[src/rtl/fir_wb_dma_pkg.sv]
// Shared types and FIR register map for the FIR Wishbone DMA block.
// Build option: define FIR_WB_DMA_TIMEOUT_EN to enable the bus-timeout watchdog.
package fir_wb_dma_pkg;

  typedef enum logic [3:0] {
    IDLE, CFG_LEN, CFG_START, RD_SRC, WR_X, RD_Y, WR_DST, POLL, FIN, ERR
  } state_e;

  // FIR register offsets relative to FIR_BASE
  localparam logic [31:0] REG_CTRL = 32'h04;
  localparam logic [31:0] REG_LEN  = 32'h10;
  localparam logic [31:0] REG_X    = 32'h80;
  localparam logic [31:0] REG_Y    = 32'h88;

  localparam int AP_DONE_BIT = 1;

`ifdef FIR_WB_DMA_TIMEOUT_EN
  localparam bit TIMEOUT_EN = 1'b1;
`else
  localparam bit TIMEOUT_EN = 1'b0;
`endif

  typedef struct packed {
    logic        we;
    logic [31:0] adr;
    logic [31:0] dat;
  } xfer_t;

  function automatic logic is_xfer_state(state_e s);
    return s inside {CFG_LEN, CFG_START, RD_SRC, WR_X, RD_Y, WR_DST, POLL};
  endfunction

endpackage

[src/rtl/fir_wb_dma_if.sv]
// Wishbone classic bus between the DMA master and the system fabric.
interface fir_wb_dma_if;
  logic        wbm_cyc_o;
  logic        wbm_stb_o;
  logic        wbm_we_o;
  logic [3:0]  wbm_sel_o;
  logic [31:0] wbm_adr_o;
  logic [31:0] wbm_dat_o;
  logic [31:0] wbm_dat_i;
  logic        wbm_ack_i;

  modport master (
    output wbm_cyc_o, wbm_stb_o, wbm_we_o, wbm_sel_o, wbm_adr_o, wbm_dat_o,
    input  wbm_dat_i, wbm_ack_i
  );

  modport slave (
    input  wbm_cyc_o, wbm_stb_o, wbm_we_o, wbm_sel_o, wbm_adr_o, wbm_dat_o,
    output wbm_dat_i, wbm_ack_i
  );
endinterface

[src/rtl/wb_master_port.sv]
// Single-transfer Wishbone classic engine: one request in, one ack-qualified
// completion (or timeout, when FIR_WB_DMA_TIMEOUT_EN is defined) out.
module wb_master_port
  import fir_wb_dma_pkg::*;
#(
  parameter int TIMEOUT_CYC = 255
) (
  input  logic         clk,
  input  logic         rst,
  input  logic         req,
  input  xfer_t        xfer,
  output logic         ready,
  output logic         xdone,
  output logic         xto,
  output logic [31:0]  rdata,
  fir_wb_dma_if.master wbm
);

  localparam int TW = (TIMEOUT_CYC > 1) ? $clog2(TIMEOUT_CYC) : 1;

  logic [TW-1:0] tcnt;
  logic          timed_out;

  // A request is only taken while the bus is down, so dropping cyc after an
  // ack leaves exactly one idle cycle before the next accept edge.
  assign ready     = ~wbm.wbm_cyc_o;
  assign timed_out = TIMEOUT_EN && (tcnt == TW'(TIMEOUT_CYC - 1));

  // NOTE: state registers use non-blocking assignments so every flop samples
  // pre-edge values; blocking here would create order-dependent simulation.
  always_ff @(posedge clk) begin
    if (rst) begin
      wbm.wbm_cyc_o <= 1'b0;
      wbm.wbm_stb_o <= 1'b0;
      wbm.wbm_we_o  <= 1'b0;
      wbm.wbm_sel_o <= 4'h0;
      wbm.wbm_adr_o <= '0;
      wbm.wbm_dat_o <= '0;
      xdone         <= 1'b0;
      xto           <= 1'b0;
      rdata         <= '0;
      tcnt          <= '0;
    end else begin
      xdone <= 1'b0;
      xto   <= 1'b0;
      if (!wbm.wbm_cyc_o) begin
        if (req) begin
          wbm.wbm_cyc_o <= 1'b1;
          wbm.wbm_stb_o <= 1'b1;
          wbm.wbm_we_o  <= xfer.we;
          wbm.wbm_sel_o <= 4'hF;
          wbm.wbm_adr_o <= xfer.adr;
          wbm.wbm_dat_o <= xfer.we ? xfer.dat : 32'h0;
          tcnt          <= '0;
        end
      end else if (wbm.wbm_ack_i || timed_out) begin
        // An ack arriving on the timeout boundary still completes the transfer
        wbm.wbm_cyc_o <= 1'b0;
        wbm.wbm_stb_o <= 1'b0;
        wbm.wbm_we_o  <= 1'b0;
        wbm.wbm_sel_o <= 4'h0;
        wbm.wbm_adr_o <= '0;
        wbm.wbm_dat_o <= '0;
        xdone         <= wbm.wbm_ack_i;
        xto           <= ~wbm.wbm_ack_i;
        if (wbm.wbm_ack_i && !wbm.wbm_we_o) rdata <= wbm.wbm_dat_i;
      end else begin
        tcnt <= tcnt + TW'(1);
      end
    end
  end

endmodule

[src/rtl/fir_wb_dma.sv]
// Streams samples from memory through a Wishbone-attached FIR block and back.
// Build option: FIR_WB_DMA_TIMEOUT_EN enables bus timeout and the err flag.
module fir_wb_dma
  import fir_wb_dma_pkg::*;
#(
  parameter logic [31:0] FIR_BASE    = 32'h3200_0000,
  parameter int          TIMEOUT_CYC = 255
) (
  input  logic         clk,
  input  logic         rst,
  input  logic         start,
  input  logic [31:0]  src_addr,
  input  logic [31:0]  dst_addr,
  input  logic [9:0]   length,
  output logic         busy,
  output logic         done,
  output logic         err,
  fir_wb_dma_if.master wbm
);

  state_e      state, state_next;
  logic [31:0] src_ptr, dst_ptr;
  logic [9:0]  len_q, cnt;
  logic        err_q;

  logic        req, ready, xdone, xto;
  xfer_t       xfer;
  logic [31:0] rdata;

  wb_master_port #(.TIMEOUT_CYC(TIMEOUT_CYC)) u_port (
    .clk   (clk),
    .rst   (rst),
    .req   (req),
    .xfer  (xfer),
    .ready (ready),
    .xdone (xdone),
    .xto   (xto),
    .rdata (rdata),
    .wbm   (wbm)
  );

  always_ff @(posedge clk) begin
    if (rst) begin
      state   <= IDLE;
      src_ptr <= '0;
      dst_ptr <= '0;
      len_q   <= '0;
      cnt     <= '0;
      err_q   <= 1'b0;
    end else begin
      state <= state_next;
      if (state == IDLE && start) begin
        src_ptr <= {src_addr[31:2], 2'b00};
        dst_ptr <= {dst_addr[31:2], 2'b00};
        len_q   <= length;
        cnt     <= '0;
        err_q   <= 1'b0;
      end
      if (xdone && state == RD_SRC) src_ptr <= src_ptr + 32'd4;
      if (xdone && state == WR_DST) begin
        dst_ptr <= dst_ptr + 32'd4;
        cnt     <= cnt + 10'd1;
      end
      if (xto) err_q <= 1'b1;
    end
  end

  // NOTE: every always_comb output gets a default first; a path that leaves
  // one unassigned would infer a latch.
  always_comb begin
    state_next = state;
    unique case (state)
      IDLE:      if (start) state_next = CFG_LEN;
      CFG_LEN:   if (xdone) state_next = CFG_START;
      CFG_START: if (xdone) state_next = (len_q == 10'd0) ? POLL : RD_SRC;
      RD_SRC:    if (xdone) state_next = WR_X;
      WR_X:      if (xdone) state_next = RD_Y;
      RD_Y:      if (xdone) state_next = WR_DST;
      WR_DST:    if (xdone) state_next = (cnt + 10'd1 == len_q) ? POLL : RD_SRC;
      POLL:      if (xdone) state_next = rdata[AP_DONE_BIT] ? FIN : POLL;
      FIN:       state_next = IDLE;
      ERR:       state_next = IDLE;
      default:   state_next = IDLE;
    endcase
    if (xto) state_next = ERR;
  end

  // Requests are decoded from the state being entered so the next transfer
  // launches on the same edge as the transition, keeping the gap to one cycle.
  always_comb begin
    req  = 1'b0;
    xfer = '0;
    if (ready && is_xfer_state(state_next)) begin
      req = 1'b1;
      case (state_next)
        // Only entered on the start cycle, so the length port is still valid
        CFG_LEN:   xfer = '{we: 1'b1, adr: FIR_BASE + REG_LEN,  dat: {22'd0, length}};
        CFG_START: xfer = '{we: 1'b1, adr: FIR_BASE + REG_CTRL, dat: 32'h1};
        RD_SRC:    xfer = '{we: 1'b0, adr: src_ptr,             dat: 32'h0};
        WR_X:      xfer = '{we: 1'b1, adr: FIR_BASE + REG_X,    dat: rdata};
        RD_Y:      xfer = '{we: 1'b0, adr: FIR_BASE + REG_Y,    dat: 32'h0};
        WR_DST:    xfer = '{we: 1'b1, adr: dst_ptr,             dat: rdata};
        POLL:      xfer = '{we: 1'b0, adr: FIR_BASE + REG_CTRL, dat: 32'h0};
        default:   xfer = '0;
      endcase
    end
  end

  assign busy = is_xfer_state(state);
  assign done = (state == FIN);
  assign err  = TIMEOUT_EN & err_q;

endmodule

[src/flat_wrapper.sv]
// flat-port wrapper written by rule: the top's interface ports become plain ports
module fir_wb_dma_flat import fir_wb_dma_pkg::*;
#(
  parameter logic [31:0] FIR_BASE    = 32'h3200_0000,
  parameter int          TIMEOUT_CYC = 255
)
  (clk, rst, start, src_addr, dst_addr, length, busy, done, err, wbm_wbm_cyc_o, wbm_wbm_stb_o, wbm_wbm_we_o, wbm_wbm_sel_o, wbm_wbm_adr_o, wbm_wbm_dat_o, wbm_wbm_dat_i, wbm_wbm_ack_i);
  fir_wb_dma_if wbm_i ();
  input  logic clk;
  input  logic rst;
  input  logic start;
  input  logic [31:0] src_addr;
  input  logic [31:0] dst_addr;
  input  logic [9:0] length;
  output logic busy;
  output logic done;
  output logic err;
  output wire logic [$bits(wbm_i.wbm_cyc_o)-1:0] wbm_wbm_cyc_o;
  output wire logic [$bits(wbm_i.wbm_stb_o)-1:0] wbm_wbm_stb_o;
  output wire logic [$bits(wbm_i.wbm_we_o)-1:0] wbm_wbm_we_o;
  output wire logic [$bits(wbm_i.wbm_sel_o)-1:0] wbm_wbm_sel_o;
  output wire logic [$bits(wbm_i.wbm_adr_o)-1:0] wbm_wbm_adr_o;
  output wire logic [$bits(wbm_i.wbm_dat_o)-1:0] wbm_wbm_dat_o;
  input wire logic [$bits(wbm_i.wbm_dat_i)-1:0] wbm_wbm_dat_i;
  input wire logic [$bits(wbm_i.wbm_ack_i)-1:0] wbm_wbm_ack_i;
  assign wbm_wbm_cyc_o = wbm_i.wbm_cyc_o;
  assign wbm_wbm_stb_o = wbm_i.wbm_stb_o;
  assign wbm_wbm_we_o = wbm_i.wbm_we_o;
  assign wbm_wbm_sel_o = wbm_i.wbm_sel_o;
  assign wbm_wbm_adr_o = wbm_i.wbm_adr_o;
  assign wbm_wbm_dat_o = wbm_i.wbm_dat_o;
  assign wbm_i.wbm_dat_i = wbm_wbm_dat_i;
  assign wbm_i.wbm_ack_i = wbm_wbm_ack_i;
  fir_wb_dma #(.FIR_BASE(FIR_BASE), .TIMEOUT_CYC(TIMEOUT_CYC)) u_core (.clk(clk), .rst(rst), .start(start), .src_addr(src_addr), .dst_addr(dst_addr), .length(length), .busy(busy), .done(done), .err(err), .wbm(wbm_i));
endmodule
[config.mk]
export PLATFORM = sky130hd
export DESIGN_NAME = fir_wb_dma_flat
export DESIGN_NICKNAME = d
export VERILOG_FILES = /design/src/rtl/fir_wb_dma_pkg.sv /design/src/rtl/fir_wb_dma_if.sv /design/src/rtl/wb_master_port.sv /design/src/rtl/fir_wb_dma.sv /design/src/flat_wrapper.sv
export SDC_FILE = /design/constraint.sdc
export NUM_CORES = 1
export LEC_CHECK = 0
export ABC_CLOCK_PERIOD_IN_PS = 2900
export CORE_ASPECT_RATIO = 0.7
export CORE_MARGIN = 3
export CORE_UTILIZATION = 46
export CTS_CLUSTER_DIAMETER = 80
export CTS_CLUSTER_SIZE = 28
export DETAILED_ROUTE_END_ITERATION = 10
export PLACE_DENSITY = 0.78
export SLEW_MARGIN = 10
export SYNTH_ARGS = -nofsm -noshare
export SYNTH_HDL_FRONTEND = slang
export SYNTH_SLANG_ARGS = --single-unit
[constraint.sdc]
create_clock -name clk -period 2.9 [get_ports clk]
set_input_delay 0.435 -clock clk [delete_from_list [all_inputs] [get_ports clk]]
set_output_delay 0.435 -clock clk [all_outputs]
set_load 0.005 [all_outputs]
==> impl_results.md, run 1 <==
- Status: finished, violations left
- Failing checks: negative setup slack
- IO Count: about 180
- Pwr dens: slightly above 500 mW/mm^2
- CTS sink cnt: approximately 180
- Share of flip-flops with an asynchronous set or reset: 0%
- Cell taking the most area after synthesis: dfxtp_1
- Tot GR Track Use: 26.8%
- Most frequent cell after synthesis: dfxtp_1
- Initial antenna violation count: 0
- Largest stage delay, worst path: approximately 0.51 ns
- Max Cap Viol: 0
- Worst reg2reg setup slack: -0.11 ns
- Final Setup Violations: 63
- WP data required: 3.28 ns
- Antenna-violating nets left: 0
- Slew Limit Fails: 0
- Routed length per instance: 19.0 um
- DR iter-0 viols: 1079
- Design Area, Final: between 0.01 and 0.015 mm^2
- Detailed placement HPWL: around 19 mm
- Critical Path Sink Type: flop
- Largest family of logic cells by synthesized area: compound AO/OA/AOI/OAI gates
- # DRC: 0
- Vias in the first global route: 8073
- Hold_sp: u_core.u_port.rdata[22]$_SDFFE_PP0P_
- Area after DPL: 0.0108 mm^2
- First-pass GRT wire length: ~44 mm
- Worst-case clock skew: ~0.012 ns
- FILL cells: approximately 1500
- Worst-Margin Slew: 0.705 ns
- Syn Std Cell Area: slightly below 0.009 mm^2
- RSZ-0062 raised after global routing: yes
- N_diodes: 0
- Mux cell area share after synthesis: less than 1%
- Final core occ: approximately 64%
- Place WS: -0.0882 ns
- Fin crit period: 3.01 ns
- Nets: roughly 1400
- Total Wirelength: ~29 mm
- Simple logic cell fraction of the synthesized area: between 20% and 30%
- Core Region: roughly 0.018 mm^2
- Hold path endpoint: u_core.u_port.rdata[22]$_SDFFE_PP0P_
- Number of synthesized register bits: 184
- Clock tree from TritonCTS: yes
- Clk root buf: clkbuf_16
- Worst slew margin: a little over half
- Layout cell share with drive strength beyond 1: between 10% and 20%
- Yosys top cell area share: a little over two fifths
- Max FO, Critical Path: 12
- EDFF count, synth: 0
- Synth Area in XOR/XNOR: under 10%
- Worst hold margin: between 0.4 and 0.5 ns
- Worst skew pair latency: 0.44 ns
- Clock-pin transition on the worst setup and hold timing paths: about 0.070 ns
- Hold WC Path Type: reg2reg
- Leakage power total: approximately 4 nW
- CP startpoint kind: flop
- Die width: between 150 and 200 um
- Crit Path Category: reg2reg
- Largest cells by area after synthesis: dfxtp_1 43%, nand2_1 7.6%, a21oi_1 7.1%
- Number of iterations in the first detailed-routing pass: 6
- Via count: 9117
- Synth cell types: 72
- Worst vdd ir: 0.291 mV
- Worst R2R Start: u_core.cnt[1]$_SDFFE_PP0P_
- H-Tree Depth: 4
- Yosys Warn Count: 0
- Fraction of the cycle the final worst path needs: 104%
- Top FF cell, synth: dfxtp_1
- Area grow syn2layout: 35.1%
- Hold Vio Cnt, Final: 0
- Gp weighted congestion: between 0.9 and 1
- Row count: between 40 and 50
- Die Ht: 121 um
- Synth cell count leaders: 184 x dfxtp_1, 175 x nand2_1, 144 x nor2_1
- CP max-delay cell: or4_4
- Synth Area in Compound Gates: 26.8%
- Final setup margin: -0.111 ns
- Vias/cell: 6.03
- Adder-cell share of the synthesized area: 0.434%
- Largest net degree at the start of global routing: 60
- Post-Layout Cell Count: about 1500
- Starting density of the core: approximately 47%
- Total global routing overflow: 0
- Placed cell count: between 1000 and 1500
- Mapped Cells: between 1000 and 1500
- Reg2reg path depth: 13
- Max Fclk: around 330 MHz
- Synthesized area per cell: between 7 and 8 um^2
- Clock buffer depth: 2
- Reg2Reg Capture Point: u_core.u_port.wbm.wbm_adr_o[15]$_SDFFE_PP0P_
- WP data arrival: about 3.4 ns
- CP cell instances: ha_4, nand3_4, nor2_4, a31oi_1, or4_4, nor4b_4, buf_4, o21ai_2, buf_4, nor2_4, clkbuf_16, a22oi_1, o2bb2ai_2
- Die ar.: between 0.02 and 0.025 mm^2
- Worst hold stages: 2
- Sequential fraction of the synthesis area: a little over two fifths
- PortBufs: about 180
- CTS buffer count: 17
through the flow:
step                      setup TNS [ns]  power [mW]
after floorplan                        0        3.10
after global placement            -0.105        3.42
after detailed placement           -1.42        3.43
after CTS                       -0.00566        5.87
after global routing              -11.69        6.09
final                              -5.16        5.92
power breakdown:
part | switching [mW] | internal, mW
registers | 0.128 | 2.62
logic | 0.365 | 0.340
clock network | 1.05 | 1.42
total | 1.55 | 4.37
area by class of cell:
class | count | area [um^2] | area share [%]
multi-input combinational | 809 | 4680 | 40.1
sequential | 184 | 3690 | 31.6
timing repair buffer | 242 | 2350 | 20.2
clock buffer | 20 | 457 | 3.91
tap | 236 | 295 | 2.53
clock inverter | 12 | 164 | 1.40
inverter | 9 | 33.8 | 0.289
sequential cells by signal, indices dropped and copies added, names as in the netlist:
| register | flops |
|---|---|
| u_core.state | 4 |
| u_core.u_port.wbm.wbm_sel_o | 1 |
| u_core.u_port.wbm.wbm_we_o | 1 |
| u_core.dst_ptr | 30 |
| u_core.cnt | 10 |
| u_core.len_q | 10 |
| u_core.u_port.rdata | 32 |
| u_core.u_port.wbm.wbm_adr_o | 31 |
| u_core.u_port.wbm.wbm_cyc_o | 1 |
| u_core.u_port.xto | 1 |
| u_core.src_ptr | 30 |
| u_core.u_port.xdone | 1 |
| u_core.u_port.wbm.wbm_dat_o | 32 |
kinds of logic after synthesis:
family                     count (synthesis)
AOI/OAI and AO/OA                        341
xor gates and xnor gates                  12
adders and majority gates                  3
buffers and inverters                    100
DFF                                      184
muxes                                      3
other                                      1
and+or+nand+nor                          446
critical path, delay by kind of cell, from the launching register on:
kind | cells | cell delay, ns
AND/OR/NAND/NOR | 5 | 1.41
buffers and inverters | 3 | 0.57
AO/OA/AOI/OAI | 4 | 0.46
flip-flops | 1 | 0.37
adder cells (fa/ha/maj) | 1 | 0.14
worst max-delay path by stage:
stage	endpoint	start	cells past startpoint	slack, ns
after floorplan	u_core.u_port.wbm.wbm_adr_o[2]$_SDFFE_PP0P_	u_core.cnt[0]$_SDFFE_PP0P_	12	0.03
after global placement	u_core.u_port.wbm.wbm_adr_o[2]$_SDFFE_PP0P_	start	9	-0.05
after detailed placement	u_core.u_port.wbm.wbm_adr_o[2]$_SDFFE_PP0P_	start	9	-0.09
after CTS	u_core.u_port.wbm.wbm_adr_o[28]$_SDFFE_PP0P_	u_core.cnt[0]$_SDFFE_PP0P_	11	-0.006
after global routing	u_core.u_port.wbm.wbm_dat_o[11]$_SDFFE_PP0P_	u_core.cnt[1]$_SDFFE_PP0P_	12	-0.21
final	u_core.u_port.wbm.wbm_adr_o[15]$_SDFFE_PP0P_	u_core.cnt[1]$_SDFFE_PP0P_	13	-0.11
per-layer routing:
metal	global-route usage (%)	share of wire, %	vias up	wire length [um]
li1	-	-	4287	-
met2	37.1	42	524	12000
met5	0	0	-	0
met3	7.19	12	46	3410
met4	7.10	1.7	0	485
met1	40.7	45	4260	12900
timing repair:
action / 4_1_cts / 5_1_grt
hold buffers: 0 / 0
gates resized for setup: 8 / 23
buffers inserted: 2 / 5
setup endpoints to repair: 62 / 64
pin swaps: 3 / 7
gates cloned: 1 / 4
cells in the final DEF, fill, tap and decap left out, types with 11 or more instances in the layout:
master           count
a21oi_1            122
a221oi_1            12
a22oi_1             52
a22oi_2             11
a31oi_1             12
buf_4               57
clkbuf_16           19
clkdlybuf4s50_1    177
dfxtp_1            179
nand2_1            175
nand3_1             22
nand4_1             11
nor2_1             143
nor3_1              26
nor4_1              17
o21ai_0             38
o2bb2ai_1           14
o2bb2ai_2           13
Power figures use the tool's default switching activity.
==> run 2, diff against run 1 <==
--- a/config.mk
+++ b/config.mk
@@ -12,7 +12,7 @@
 export CTS_CLUSTER_DIAMETER = 80
 export CTS_CLUSTER_SIZE = 28
 export DETAILED_ROUTE_END_ITERATION = 10
-export PLACE_DENSITY = 0.78
+export PLACE_DENSITY_LB_ADDON = 0.3
 export SLEW_MARGIN = 10
 export SYNTH_ARGS = -nofsm -noshare
 export SYNTH_HDL_FRONTEND = slang
==> impl_results.md, run 2 (synthesized netlist as in run 1, its figures left out) <==
- Status: finished, violations left
- Failing checks: negative setup slack
- CTS buffer count: 17
- Worst skew pair latency: around 0.44 ns
- CP startpoint kind: flop
- Number of hold buffers added after CTS: 0
- Worst reg2reg setup slack: -0.009 ns
- Biggest regs: u_core.u_port.rdata: 32 flops, u_core.u_port.wbm.wbm_dat_o: 32 flops, u_core.u_port.wbm.wbm_adr_o: 31 flops
- Post-Layout Cell Count: ~1500
- Critical Path Sink Type: flop
- WP data arrival: ~3.2 ns
- Hold WC Path Type: reg2reg
- N_diodes: 0
- Starting density of the core: a little under half
- Layout cell share with drive strength beyond 1: roughly an eighth
- Tot GR Track Use: between 20% and 30%
- Vias/cell: around 6
- Worst-Margin Slew: between 0.7 and 0.8 ns
- Fin crit period: ~2.9 ns
- Hold path endpoint: u_core.u_port.rdata[30]$_SDFFE_PP0P_
- Hold Vio Cnt, Final: 0
- Final Setup Violations: 2
- Clock tree from TritonCTS: yes
- Routed length per instance: between 15 and 20 um
- Clock-pin transition on the worst setup and hold timing paths: 0.07 ns
- Fraction of the cycle the final worst path needs: 100%
- Worst vdd ir: 0.336 mV
- Design Area, Final: between 0.01 and 0.015 mm^2
- H-Tree Depth: 4
- Core Region: roughly 0.018 mm^2
- Worst R2R Start: u_core.cnt[0]$_SDFFE_PP0P_
- Area grow syn2layout: 35.6%
- PortBufs: around 180
- First-pass GRT wire length: about 44 mm
- Largest net degree at the start of global routing: 63
- WP data required: around 3.2 ns
- Power, Total: about 6.0 mW
- Leakage power total: around 4.0 nW
- DR iter-0 viols: between 1000 and 1500
- Clock buffer depth: 2
- Placed cell count: ~1500
- Nets: ~1400
- Antenna-violating nets left: 0
- Initial antenna violation count: 0
- Total Wirelength: around 29 mm
- Worst slew margin: a little over 50%
- Max FO, Critical Path: 8
- Crit Path Category: reg2reg
- Number of iterations in the first detailed-routing pass: 5
- Max Cap Viol: 0
- Max Fclk: approximately 340 MHz
- Total global routing overflow: 0
- Worst-case clock skew: 0.0114 ns
- IO Count: 184
- Gp weighted congestion: approximately 0.91
- Reg2reg path depth: 12
- Via count: around 9000
- Most common cell after layout, fill and taps aside: dfxtp_1
- Final setup margin: -0.00882 ns
- Hold_sp: u_core.u_port.rdata[30]$_SDFFE_PP0P_
- CTS sink cnt: 184
- # DRC: 0
- Worst hold margin: between 0.4 and 0.5 ns
- Worst hold stages: 2
- Area after DPL: between 0.01 and 0.015 mm^2
- Reg2Reg Capture Point: u_core.u_port.wbm.wbm_adr_o[2]$_SDFFE_PP0P_
- Die ar.: 0.0205 mm^2
- Vias in the first global route: around 8500
- Die Ht: ~120 um
- Pwr dens: slightly above 500 mW/mm^2
- Detailed placement HPWL: roughly 19 mm
- Row count: 41
- Commonest non-fill, non-tap cells in the layout: 181 x dfxtp_1, 177 x clkdlybuf4s50_1, 175 x nand2_1
- RSZ-0062 raised after global routing: yes
- Die width: between 150 and 200 um
- Slew Limit Fails: 0
- Clk root buf: clkbuf_16
## run 2: cell count changes in the layout (fill, tap and decap cells not counted), sizes merged
cell    previous run  this run
clkbuf            22        19
bufinv             3         5
nor2b              6         5
buf               63        70
inv               14        13
## run 2: worst max-delay path by stage
stage                          startpoint                                           end  cells past startpoint
2_1_floorplan  u_core.cnt[0]$_SDFFE_PP0P_   u_core.u_port.wbm.wbm_adr_o[2]$_SDFFE_PP0P_                     12
3_3_place_gp   u_core.cnt[0]$_SDFFE_PP0P_   u_core.u_port.wbm.wbm_adr_o[4]$_SDFFE_PP0P_                     10
3_5_place_dp   u_core.cnt[0]$_SDFFE_PP0P_  u_core.u_port.wbm.wbm_adr_o[12]$_SDFFE_PP0P_                     12
4_1_cts        u_core.cnt[0]$_SDFFE_PP0P_  u_core.u_port.wbm.wbm_dat_o[14]$_SDFFE_PP0P_                     12
5_1_grt        u_core.cnt[0]$_SDFFE_PP0P_   u_core.u_port.wbm.wbm_adr_o[2]$_SDFFE_PP0P_                     12
6_report       u_core.cnt[0]$_SDFFE_PP0P_   u_core.u_port.wbm.wbm_adr_o[2]$_SDFFE_PP0P_                     12
## run 2: layout make-up
| type | count | area, um^2 |
|---|---|---|
| fillers | 1561 | 6490 |
| multi-input cells | 808 | 4650 |
| flip-flops and latches | 184 | 3690 |
| repair buffers | 247 | 2400 |
| clock buffers | 19 | 433 |
| well taps | 236 | 295 |
| clock inverters | 13 | 214 |
| inverters | 9 | 33.8 |
## run 2: power by group
part / internal (mW) / switching [mW] / total [mW]
registers: 2.62 / 0.126 / 2.74
clock network: 1.54 / 1.04 / 2.58
logic: 0.345 / 0.363 / 0.707
## run 2: worst max-delay path, cell delays in order (launching register included)
cell and delay (ns):
dfxtp_4 0.35, ha_4 0.24, xor2_1 0.13, nor2_1 0.10
nand4_1 0.11, or4_4 0.55, nor4b_4 0.27, buf_6 0.17
o21ai_4 0.07, a22o_4 0.27, nor2b_4 0.14, buf_6 0.17
a22o_1 0.23
## run 2: per-layer routing
layer  vias up  GRT usage, %  part of all wire, %  routed length [um]
met5         -             0                    0                   0
met2       463          37.8                   41               11700
li1       4290             -                    -                   -
met1      4306          40.4                   47               13400
met4         0          7.87                  1.9                 555
met3        51          7.81                   10                2910
## run 2: through the flow
| stage | setup TNS, ns | setup slack [ns] | utilization (%) |
|---|---|---|---|
| 2_1_floorplan | 0 | 0.0260 | - |
| 3_3_place_gp | -3.49 | -0.0914 | 59.5 |
| 3_5_place_dp | -6.85 | -0.134 | 59.5 |
| 4_1_cts | 0 | 0.00190 | 63.4 |
| 5_1_grt | -3.96 | -0.103 | 64.4 |
| 6_report | -0.0143 | -0.00882 | 64.4 |
## run 2: repair_timing
item / in CTS / in global routing
gates cloned: 1 / 1
resized for setup: 2 / 28
setup buffers: 6 / 3
pin swaps: 2 / 1
endpoints found under the setup margin: 64 / 64
